<file path="config.mk">
export PLATFORM = sky130hd
export DESIGN_NAME = sort_stream_tx_flat
export DESIGN_NICKNAME = d
export VERILOG_FILES = /design/src/rtl/sort_stream_tx_if.sv /design/src/rtl/sort_stream_tx.sv /design/src/flat_wrapper.sv
export SDC_FILE = /design/constraint.sdc
export NUM_CORES = 1
export LEC_CHECK = 0
export CAP_MARGIN = 0
export CORE_MARGIN = 1.5
export CORE_UTILIZATION = 60
export DETAILED_ROUTE_END_ITERATION = 8
export GPL_ROUTABILITY_DRIVEN = 1
export PLACE_DENSITY = 0.76
export SLEW_MARGIN = 20
export SYNTH_ARGS = -nofsm -noshare
export SYNTH_HDL_FRONTEND = slang
export SYNTH_SLANG_ARGS = --single-unit
</file>
<file path="constraint.sdc">
create_clock -name clk -period 4 [get_ports clk]
set_clock_uncertainty 0.15 [all_clocks]
set_input_delay 0.6 -clock clk [delete_from_list [all_inputs] [get_ports clk]]
set_output_delay 0.6 -clock clk [all_outputs]
set_load 0.01 [all_outputs]
</file>
<file path="src/rtl/sort_stream_tx_if.sv">
// Handshake bundle between the frame transmitter, its upstream writer and
// the bubble-sort core it feeds.
interface sort_stream_tx_if;
  logic       wr_valid;
  logic [7:0] wr_data;
  logic       wr_ready;
  logic       tx_valid;
  logic [7:0] tx_data;
  logic       rx_valid;

  // Upstream writer / sorter side
  modport master (
    output wr_valid, wr_data, rx_valid,
    input  wr_ready, tx_valid, tx_data
  );

  // Transmitter side
  modport slave (
    input  wr_valid, wr_data, rx_valid,
    output wr_ready, tx_valid, tx_data
  );
endinterface

</file>
<file path="src/rtl/sort_stream_tx.sv">
// Frame transmitter for the bubble-sort core: buffers FRAME_LEN bytes,
// emits them as one gap-free burst, tracks the sorted result drain, then
// idles GAP_CYC cycles before accepting the next frame.
module sort_stream_tx #(
  parameter int unsigned FRAME_LEN = 10,
  parameter int unsigned GAP_CYC   = 2,
  parameter int unsigned TIMEOUT   = 1023
) (
  input  logic             clk,
  input  logic             rst_n,
  sort_stream_tx_if.slave  bus,
  output logic             busy,
  output logic [7:0]       frame_cnt,
  output logic             err
);

  localparam int unsigned IW       = (FRAME_LEN > 1) ? $clog2(FRAME_LEN) : 1;
  localparam logic [7:0]  LEN_B    = 8'(FRAME_LEN);
  localparam logic [7:0]  LAST_B   = 8'(FRAME_LEN - 1);
  localparam logic [7:0]  GAP_LAST = 8'(GAP_CYC - 1);
  localparam logic [15:0] TMO_W    = 16'(TIMEOUT);

  typedef enum logic [1:0] {FILL, SEND, WAIT, GAP} state_t;

  state_t      state, state_nxt;

  logic [7:0]  buf_mem [FRAME_LEN];
  logic [7:0]  wr_cnt;
  logic [7:0]  tx_idx;
  logic [7:0]  rx_cnt;
  logic [7:0]  gap_cnt;
  logic [15:0] tmo_cnt;
  logic [15:0] tmo_inc;
  logic        rx_q;
  logic        armed;

  logic        tx_valid_q;
  logic [7:0]  tx_data_q;

  logic        wr_ready;
  logic        wr_fire;
  logic        last_wr;
  logic        send_done;
  logic        done;
  logic        tmo_hit;
  logic        gap_done;

  logic        tx_valid_d;
  logic [7:0]  tx_data_d;
  logic        err_d;
  logic        frame_inc;

  // armed holds wr_ready low while reset is asserted; ready depends only on
  // registered state, never on wr_valid
  assign wr_ready  = armed && (state == FILL) && (wr_cnt < LEN_B);
  assign wr_fire   = wr_ready && bus.wr_valid;
  assign last_wr   = wr_fire && (wr_cnt == LAST_B);
  assign send_done = (state == SEND) && (tx_idx == LEN_B);
  // drain complete on the first falling edge of rx_valid seen inside WAIT
  assign done      = (state == WAIT) && rx_q && !bus.rx_valid;
  assign tmo_inc   = (tmo_cnt == 16'hFFFF) ? tmo_cnt : tmo_cnt + 16'd1;
  assign tmo_hit   = (state == WAIT) && (tmo_inc >= TMO_W);
  assign gap_done  = (state == GAP) && (gap_cnt == GAP_LAST);

  assign busy         = (state != FILL);
  assign bus.wr_ready = wr_ready;
  assign bus.tx_valid = tx_valid_q;
  assign bus.tx_data  = tx_data_q;

  // State register
  always_ff @(posedge clk or negedge rst_n) begin
    if (!rst_n) state <= FILL;
    else        state <= state_nxt;
  end

  // Next-state decode
  always_comb begin
    state_nxt = state;
    unique case (state)
      FILL:    if (last_wr)          state_nxt = SEND;
      SEND:    if (send_done)        state_nxt = WAIT;
      WAIT:    if (done || tmo_hit)  state_nxt = GAP;
      GAP:     if (gap_done)         state_nxt = FILL;
      default:                       state_nxt = FILL;
    endcase
  end

  // Next values of the registered outputs; the burst starts on the same edge
  // that accepts the last byte so tx_valid appears in the following cycle
  always_comb begin
    tx_valid_d = 1'b0;
    tx_data_d  = '0;
    err_d      = 1'b0;
    frame_inc  = 1'b0;
    unique case (state)
      FILL: begin
        if (last_wr) begin
          tx_valid_d = 1'b1;
          tx_data_d  = buf_mem[0];
        end
      end
      SEND: begin
        if (!send_done) begin
          tx_valid_d = 1'b1;
          tx_data_d  = buf_mem[tx_idx[IW-1:0]];
        end
      end
      WAIT: begin
        if (done) begin
          if (rx_cnt == LEN_B) frame_inc = 1'b1;
          else                 err_d     = 1'b1;
        end else if (tmo_hit) begin
          err_d = 1'b1;
        end
      end
      default: ;
    endcase
  end

  // Registered outputs
  always_ff @(posedge clk or negedge rst_n) begin
    if (!rst_n) begin
      tx_valid_q <= 1'b0;
      tx_data_q  <= '0;
      err        <= 1'b0;
      frame_cnt  <= '0;
    end else begin
      tx_valid_q <= tx_valid_d;
      tx_data_q  <= tx_data_d;
      err        <= err_d;
      if (frame_inc) frame_cnt <= frame_cnt + 8'd1;
    end
  end

  // Frame counters; rx_valid is only observed while in WAIT
  always_ff @(posedge clk or negedge rst_n) begin
    if (!rst_n) begin
      armed   <= 1'b0;
      wr_cnt  <= '0;
      tx_idx  <= '0;
      rx_cnt  <= '0;
      gap_cnt <= '0;
      tmo_cnt <= '0;
      rx_q    <= 1'b0;
    end else begin
      armed <= 1'b1;
      rx_q  <= 1'b0;
      unique case (state)
        FILL: begin
          if (wr_fire) wr_cnt <= wr_cnt + 8'd1;
          if (last_wr) tx_idx <= 8'd1;
        end
        SEND: begin
          if (!send_done) tx_idx <= tx_idx + 8'd1;
        end
        WAIT: begin
          rx_q    <= bus.rx_valid;
          tmo_cnt <= tmo_inc;
          if (bus.rx_valid && (rx_cnt != 8'hFF)) rx_cnt <= rx_cnt + 8'd1;
        end
        GAP: begin
          if (gap_done) begin
            wr_cnt  <= '0;
            tx_idx  <= '0;
            rx_cnt  <= '0;
            tmo_cnt <= '0;
            gap_cnt <= '0;
          end else begin
            gap_cnt <= gap_cnt + 8'd1;
          end
        end
        default: ;
      endcase
    end
  end

  // One-frame byte buffer, written in arrival order
  always_ff @(posedge clk) begin
    if (wr_fire) buf_mem[wr_cnt[IW-1:0]] <= bus.wr_data;
  end

endmodule

</file>
<file path="src/flat_wrapper.sv">
// flat-port wrapper written by rule: the top's interface ports become plain ports
module sort_stream_tx_flat 
#(
  parameter int unsigned FRAME_LEN = 10,
  parameter int unsigned GAP_CYC   = 2,
  parameter int unsigned TIMEOUT   = 1023
)
  (clk, rst_n, busy, frame_cnt, err, bus_wr_valid, bus_wr_data, bus_rx_valid, bus_wr_ready, bus_tx_valid, bus_tx_data);
  sort_stream_tx_if bus_i ();
  input  logic clk;
  input  logic rst_n;
  output logic busy;
  output logic [7:0] frame_cnt;
  output logic err;
  input wire logic [$bits(bus_i.wr_valid)-1:0] bus_wr_valid;
  input wire logic [$bits(bus_i.wr_data)-1:0] bus_wr_data;
  input wire logic [$bits(bus_i.rx_valid)-1:0] bus_rx_valid;
  output wire logic [$bits(bus_i.wr_ready)-1:0] bus_wr_ready;
  output wire logic [$bits(bus_i.tx_valid)-1:0] bus_tx_valid;
  output wire logic [$bits(bus_i.tx_data)-1:0] bus_tx_data;
  assign bus_i.wr_valid = bus_wr_valid;
  assign bus_i.wr_data = bus_wr_data;
  assign bus_i.rx_valid = bus_rx_valid;
  assign bus_wr_ready = bus_i.wr_ready;
  assign bus_tx_valid = bus_i.tx_valid;
  assign bus_tx_data = bus_i.tx_data;
  sort_stream_tx #(.FRAME_LEN(FRAME_LEN), .GAP_CYC(GAP_CYC), .TIMEOUT(TIMEOUT)) u_core (.clk(clk), .rst_n(rst_n), .bus(bus_i), .busy(busy), .frame_cnt(frame_cnt), .err(err));
endmodule
</file>
# Word level (Yosys, flattened, before mapping)
# Memories as Yosys holds them, arrays and structs flattened.
# Index checks and enable logic that the tools add are counted.
[word_totals] regBits=70 mem_bits_rw=80 input_bits=12 elab_cells=92 memories=1
[op_classes] addsub=6 magnitude_cmp=2 n_eq_ne=16 n_mux=33 n_reduce_logical=22
[memory_table] name="u_core.buf_mem" words=10 width=8 rd=2 rd_ports_with_merged_regs=0 wr=1 line="sort_stream_tx.sv:27" source="logic [7:0] buf_mem [FRAME_LEN];"
[op_table] cell="8-bit 2-to-1 mux" count=8
[op_table] cell="8-bit case mux with 2 select lines" count=3
[op_table] cell="8-bit by 1-bit adder with 8-bit output (second input constant)" count=5
[op_table] cell="16-bit 2-to-1 mux" count=2
[op_table] cell="16-bit case mux with 2 select lines" count=1
[op_table] cell="8-bit by 4-bit == test with 1-bit output (second input constant)" count=3
[op_table] cell="8-bit case mux with 3 select lines" count=1
[op_table] cell="16-bit by 1-bit adder with 16-bit output (second input constant)" count=1
[op_table] cell="16-bit == test (second input constant)" count=1
[op_table] cell="16-bit by 10-bit >= comparator with 1-bit output (second input constant)" count=1
[op_table] cell="1-bit 2-to-1 mux" count=12
[op_table] cell="1-bit logical AND" count=10
[op_table] cell="8-bit by 1-bit == test with 1-bit output (second input constant)" count=1
[op_table] cell="8-bit by 4-bit < comparator with 1-bit output (second input constant)" count=1
[op_table] cell="2-bit 2-to-1 mux" count=4
[op_table] cell="2-bit by 1-bit inequality test with 1-bit output (second input constant)" count=4
[op_table] cell="8-bit inequality test (second input constant)" count=1
[op_table] cell="2-bit case mux with 4 select lines" count=1
[op_table] cell="4-bit AND reduction" count=2
[op_table] cell="2-bit inequality test (second input constant)" count=3
[op_table] cell="3-bit AND reduction" count=2
[op_table] cell="2-bit nonzero test" count=3
[op_table] cell="2-bit == test (second input constant)" count=2
[op_table] cell="3-bit nonzero test" count=1
[op_table] cell="6 further kinds" count=6

# Longest topological paths before layout
# Gate-level depths: netlist of run 1.
[logic_depth] word_depth=7 mapped_depth=11

# Least setup slack after synthesis of run 1
# No wires, ideal clock.
[synth_path] kind="reg2reg" start="register u_core.tx_idx[0]" end="register u_core.state[1]" setup_time_ps=126 t_arrival_ps=2680 t_required_ps=3724 slack_ps=1043 path_stages_with_launch=11 period_less_slack_ps=2957 path_cell_list="dfrtp_1 buf_2 buf_2 buf_2 inv_1 ha_1 nor4b_1 a31oi_1 nand2b_1 a21oi_1 a311o_1"
[synth_between] elab_chain_cells=4
[synth_lines] item="from (decl)" line="sort_stream_tx.sv:29" source="logic [7:0] tx_idx;"
[synth_lines] item="from (signal assigned)" line="sort_stream_tx.sv:154" source="if (!send_done) tx_idx <= tx_idx + 8'd1;"
[synth_lines] item="8-bit by 4-bit == test with 1-bit output" line="sort_stream_tx.sv:58" source="assign send_done = (state == SEND) && (tx_idx == LEN_B);"
[synth_lines] item="1-bit logical AND" line="sort_stream_tx.sv:58"
[synth_lines] item="2-bit by 1-bit inequality test with 1-bit output (no line)"
[synth_lines] item="4-bit AND reduction (no line)"
[synth_lines] item="to (signal assigned)" line="sort_stream_tx.sv:73" source="else state <= state_nxt;"
[synth_lines] item="to (decl)" line="sort_stream_tx.sv:25" source="state_t state, state_nxt;"
# Every way passes these cells.
# A chain may end at the register's enable or synchronous reset.

# Final worst setup path of run 1
[layout_path] start="register u_core.state[1]" end="output port bus_wr_ready"
[layout_between] elab_chain_cells=3
[layout_lines] item="2-bit zero test" line="sort_stream_tx.sv:55" source="assign wr_ready = armed && (state == FILL) && (wr_cnt < LEN_B);"
[layout_lines] item="1-bit logical AND (2 in series)" line="sort_stream_tx.sv:55"
[layout_lines] item="to (decl)" line="flat_wrapper.sv:18" source="output wire logic [$bits(bus_i.wr_ready)-1:0] bus_wr_ready;"
# Every way passes these cells.

==> impl_metrics.py, run 1 <==
metrics = {
    "sta": {
        "worst_pin_slew_ps": 898,
        "period_share_pct": 73.1,
        "hold_viol_final": 0,
        "maxSlewViolCount": 0,
        "timing.setup.tns_ps": 0,
        "hold_ws_ps": 111,
        "fmaxAchievable_ghz": 0.342,
        "slew_headroom_pct": 39.9,
        "period_needed_ps": 2920,
        "rsz0062_at_grt": "no",
        "finalSetupViolCount": 0,
    },
    "layout": {
        "drive_above_1_share_pct": 10.9,
        "antenna_cells": 0,
        "area_growth_pct": 14.2,
        "fin_nets": 613,
    },
    "power": {
        "p_leak_nw": 3.02,
        "power_frac_seq_pct": 41.1,
        "power_switching_mw": 1.52,
        "powerDensity_mw_per_mm2": 592,
        "swShare_pct": 32.3,
        "p_int_mw": 3.18,
        "clockPowerShare_pct": 32.4,
        "vdd.ir_drop.worst_mv": 0.503,
        "power.share.combinational_pct": 26.5,
    },
    "critical_path": {
        "r2r-end": "u_core.state[1]",
        "cp_max_fo": 6,
        "crit_path_top_delay_cell": "clkdlybuf4s50_1",
        "worstSetupStartpointType": "register",
        "worstPathCellList": "inv_1 > ha_1 > and2_1 > and3_1 > clkdlybuf4s50_1",
        "max_stage_delay_ps": 540,
        "critPathRequiredTime_ps": 3250,
        "r2r-start": "u_core.tmo_cnt[0]",
        "r2r_setup_slack_ps": 1170,
        "ff2ff_path_depth": 7,
        "worst_setup_path_end_kind": "output port",
        "critical_path_class": "register to output port",
        "cp_data_arrival_time_ps": 2170,
    },
    "yosys": {
        "synth_warnings": 0,
        "syn_nets": 581,
        "synth_edf_count": 80,
        "yosysMostFrequentCell": "edfxtp_1",
        "ys_seq_area_share_pct": 59.7,
        "synth_area_leader_cell": "edfxtp_1",
        "synthArstFlopShare_pct": 46.7,
        "synth_cell_types": 59,
        "synth_common_cells": "edfxtp_1 (80), dfrtp_1 (70), nor2_1 (40)",
        "synthCells": 553,
        "synth_area_leaders": "edfxtp_1 (35%), dfrtp_1 (25%), mux4_2 (5.2%), ha_1 (2.9%), o21ai_0 (2.2%)",
        "synth_area_mm2": 0.00696,
        "synth_top_area_share_pct": 34.5,
        "ys_ff_latch": 150,
        "avgSynthCellArea_um2": 12.6,
        "synthFlopType": "edfxtp_1",
    },
    "detailed_routing": {
        "wire_per_inst_um": 20.0,
        "drc": 0,
        "first_pass_iters": 6,
        "vias": 4642,
        "drtIter0Drc": 365,
        "viasPerCell": 6.26,
        "wl_mm": 14.8,
        "detail-route-antenna-nets": 0,
    },
    "floorplan": {
        "dieArea_mm2": 0.0123,
        "die_h_um": 111,
        "rows": 39,
        "ios": 32,
        "start_util_pct": 61.2,
        "die_w_um": 111,
        "coreArea_mm2": 0.0114,
    },
    "placed_design": {
        "gp_congestion": 0.914,
        "io_buffers": 31,
        "hpwlAfterDp_mm": 9.88,
    },
    "clocking": {
        "clkLatencyLatePin_ps": 410,
        "htreeDepth": 4,
        "ctsResizeCount": 0,
        "tritoncts.num_buffers": 17,
        "clkTransAtPathRegs_ps": 70,
        "tritoncts": "yes",
        "ctsHoldBuffers": 0,
        "clk_root_buffer_cell": "clkbuf_16",
        "max-clock-path-buffers": 2,
        "cts_setup_buffers": 0,
        "cts.sinks": 150,
    },
    "min_path": {
        "hold_class": "primary input to async pin",
    },
    "flow_run": {
        "maxCapViolCount": 0,
    },
    "global_routing": {
        "grt_usage_pct": 25.2,
        "grt_pass1_vias": 4517,
        "antenna_found_initial": 0,
        "grt_max_degree": 38,
        "grt_overflow_total": 0,
        "grt_pass1_wl_mm": 24.2,
    },
    "run_status": {
        "status": "completed",
    },
}
## sequential cells by signal, indices dropped and copies added (netlist names), 2 cells and up
name / count
u_core.state: 2
u_core.rx_cnt: 8
u_core.buf_mem: 80
u_core.frame_cnt: 8
u_core.gap_cnt: 8
u_core.tmo_cnt: 16
u_core.bus.tx_data: 8
u_core.wr_cnt: 8
u_core.tx_idx: 8
## cell families after synthesis
group | Yosys count | share of synthesized area [%]
AOI/OAI and AO/OA | 112 | 10.5
buffers and inverters | 39 | 2.30
and+or+nand+nor | 184 | 14.7
adders and majority gates | 16 | 2.88
DFF | 150 | 59.7
muxes | 31 | 7.37
other | 1 | 0.0539
xor gates and xnor gates | 20 | 2.52
## power by group through the flow
stage          clock [mW]  combinational [mW]  sequential (mW)
2_1_floorplan           0               0.901             1.92
6_report             1.52                1.24             1.93
4_1_cts              1.54                1.25             1.93
5_1_grt              1.60                1.36             1.96
3_5_place_dp            0                1.23             1.96
3_3_place_gp            0                1.20             1.94
## critical path: cells and delay by family (launching register included)
family	cells	cell delay, ps
buffers and inverters	2	650
DFF	1	420
and+or+nand+nor	2	400
adders and majority gates	1	280
## through the flow
step | instances | utilization (%) | worst slack (ps) | power [mW] | instance area, um2
after floorplan | 553 | - | 1040 | 2.82 | 6960
after global placement | 709 | 64.9 | 1290 | 3.15 | 7380
after detailed placement | 709 | 64.9 | 1200 | 3.19 | 7380
after CTS | 741 | 69.9 | 1060 | 4.72 | 7940
after global routing | 741 | 69.9 | 862 | 4.92 | 7940
final | 741 | 69.9 | 1080 | 4.70 | 7940
## worst max path at each step
stage	start	to	slack, ps	cells after the start
floorplan	u_core.tx_idx[0]	u_core.state[1]	1040	10
global placement	u_core.tmo_cnt[0]	u_core.state[1]	1290	7
detailed placement	u_core.tmo_cnt[0]	u_core.state[1]	1200	7
CTS	u_core.state[1]	bus_wr_ready	1060	5
global route	u_core.tmo_cnt[0]	u_core.state[1]	860	7
finish	u_core.state[1]	bus_wr_ready	1080	5
## cell type report
type,count,area (um2)
Sequential cell,150,4150
Multi-Input combinational cell,364,2640
Clock buffer,17,425
Clock inverter,15,141
Inverter,17,63.8
Tap cell,143,179
Fill cell,778,3430
Timing Repair Buffer,35,335
## layout by cell type (no fill, tap or decap), types with 9 or more instances in the layout
cell type        Yosys  layout
dfrtp_1             70      70
nor2b_1              9       9
and3_1              11      11
nand4_1             16      16
inv_1               16      16
o31ai_1             11      11
mux4_2              16      16
nand2_1             30      30
nand3_1             17      17
nor2_1              40      40
a21oi_1             27      27
mux2i_1             13      13
and2_1              13      13
edfxtp_1            80      80
clkdlybuf4s50_1      0      30
a31oi_1             10      10
ha_1                16      16
a22o_1              10      10
nor3_1              10      10
xnor2_1             17      17
clkbuf_16            0      17
o21ai_0             31      31
a211oi_1             9       9
## routing by layer
| metal | GRT usage (%) | up-vias | part of all wire (%) |
|---|---|---|---|
| met5 | 0 | - | 0 |
| met4 | 6.75 | 0 | 0.60 |
| met3 | 5.58 | 8 | 5.5 |
| met2 | 39.7 | 164 | 49 |
| met1 | 36.1 | 2307 | 45 |
| li1 | - | 2163 | - |
Note: power is estimated with default switching activity, not from simulation.
==> inputs of run 2 (changes only) <==
Clock period 4 ns to 2.8 ns, I/O delays scaled along.
==> run 2 against run 1 <==
  * Hold slack worse by 67 ps
  * Via count is 1.5% higher
  * Wire length decreased by 2.4%
  * Critical path type is now register to register
  * Largest cell class unchanged
==> impl_metrics.py, run 2 (same netlist as run 1, synthesis figures left out) <==
metrics = {
    "layout": {
        "layout_commonest_cell": "edfxtp_1",
        "antenna_cells": 0,
        "final_cell_mix": "edfxtp_1 (80), dfrtp_1 (70), nor2_1 (40)",
        "drive_above_1_share_pct": 14.3,
        "final_util_pct": 71.6,
        "nFillCells": 761,
        "instances_no_fill": 760,
        "area_growth_pct": 17.0,
        "fin_nets": 632,
        "largest_reg_flops": 80,
    },
    "detailed_routing": {
        "drc": 0,
        "viasPerCell": 6.20,
        "detail-route-antenna-nets": 0,
        "first_pass_iters": 5,
        "vias": 4712,
        "wl_mm": 14.4,
        "wire_per_inst_um": 19.0,
        "drtIter0Drc": 466,
    },
    "placed_design": {
        "hpwlAfterDp_mm": 9.58,
        "dp.cells": 728,
        "gp_congestion": 0.888,
        "detailedPlace.worstSlack_ps": 202,
        "io_buffers": 31,
    },
    "critical_path": {
        "crit_path_top_delay_cell": "or4_1",
        "timing.critical_path.buf_inv": 0,
        "r2r-end": "u_core.state[1]",
        "r2r-start": "u_core.tmo_cnt[7]",
        "worstPathCellList": "nand4_1 > nor3_1 > xnor2_1 > nand4_1 > or4_1 > a311o_1",
        "path_delay_family": "simple AND/OR/NAND/NOR gates",
        "worst_setup_path_end_kind": "register",
        "ff2ff_path_depth": 6,
        "cp_common_cell": "nand4_1",
        "cp_data_arrival_time_ps": 2810,
        "critical_path_class": "register to register",
        "cp_max_fo": 7,
        "r2r_setup_slack_ps": 150,
        "worstSetupStartpointType": "register",
        "critPathRequiredTime_ps": 2960,
        "max_stage_delay_ps": 550,
    },
    "floorplan": {
        "coreArea_mm2": 0.0114,
        "start_util_pct": 61.2,
        "die_h_um": 111,
        "ios": 32,
        "dieArea_mm2": 0.0123,
        "rows": 39,
        "die_w_um": 111,
    },
    "sta": {
        "slew_headroom_pct": 40.9,
        "setup_ws_ps": 149,
        "period_needed_ps": 2650,
        "period_share_pct": 94.7,
        "maxSlewViolCount": 0,
        "fmaxAchievable_ghz": 0.377,
        "timing.setup.tns_ps": 0,
        "finalSetupViolCount": 0,
        "rsz0062_at_grt": "no",
        "hold_viol_final": 0,
        "worst_pin_slew_ps": 886,
        "hold_ws_ps": 43.9,
    },
    "global_routing": {
        "grt_overflow_total": 0,
        "grt_usage_pct": 24.6,
        "grt_pass1_wl_mm": 23.5,
        "grt_pass1_vias": 4609,
        "antenna_found_initial": 0,
        "grt_max_degree": 71,
    },
    "clocking": {
        "max-clock-path-buffers": 2,
        "clk_root_buffer_cell": "clkbuf_16",
        "tritoncts": "yes",
        "ctsHoldBuffers": 0,
        "clkLatencyLatePin_ps": 430,
        "tritoncts.num_buffers": 17,
        "cts.sinks": 150,
        "htreeDepth": 4,
        "ctsResizeCount": 0,
        "clkTransAtPathRegs_ps": 60,
        "cts_setup_buffers": 0,
    },
    "flow_run": {
        "maxCapViolCount": 0,
    },
    "power": {
        "vdd.ir_drop.worst_mv": 0.689,
        "p_leak_nw": 3.14,
        "powerDensity_mw_per_mm2": 860,
    },
    "run_status": {
        "status": "completed",
    },
    "min_path": {
        "hold_class": "primary input to async pin",
    },
}
==> run 2: power breakdown <==
group / switching (mW) / total [mW] / leakage [nW] / internal [mW]
Sequential: 0.187 / 2.73 / 1.66 / 2.54
Clock: 0.988 / 2.34 / 0.298 / 1.35
Combinational: 1.08 / 1.93 / 1.18 / 0.850
==> run 2: cell type report <==
type	count	area [um2]	share of cell area, %
Clock buffer	17	425	5.23
Tap cell	143	179	2.20
Multi-Input combinational cell	364	2660	32.6
Inverter	17	63.8	0.784
Sequential cell	150	4150	51.0
Timing Repair Buffer	54	478	5.87
Clock inverter	15	183	2.24
==> run 2: worst register-to-register path, delay by kind of cell (launching register included) <==
kind / cells / cell delay, ps
XOR/XNOR: 1 / 160
flip-flops: 1 / 450
AND/OR/NAND/NOR: 4 / 1460
AO/OA/AOI/OAI: 1 / 320
==> run 2: layer usage <==
metal  wire length (um)  share of wire [%]  global-route usage, %
met1               6570                 46                   36.3
met2               6720                 47                   36.9
met3                880                6.1                   4.59
met4                254                1.8                   9.06
met5                  0                  0                      0
==> run 2: worst max-delay path by stage <==
stage	from	to	slack, ps	cells after the start
after floorplan	u_core.tx_idx[0]	u_core.state[1]	70	10
after global placement	u_core.tmo_cnt[0]	u_core.state[1]	290	7
after detailed placement	u_core.gap_cnt[1]	u_core.wr_cnt[5]	200	8
after CTS	u_core.wr_cnt[6]	bus_wr_ready	160	3
after global routing	u_core.gap_cnt[1]	u_core.wr_cnt[5]	10	8
final	u_core.tmo_cnt[7]	u_core.state[1]	150	6
==> run 2: through the flow <==
step                total power [mW]  instance area, um2
finish                          7.00                8140
global placement                4.61                7530
CTS                             7.02                8140
global route                    7.32                8140
floorplan                       4.04                6970
detailed placement              4.67                7530
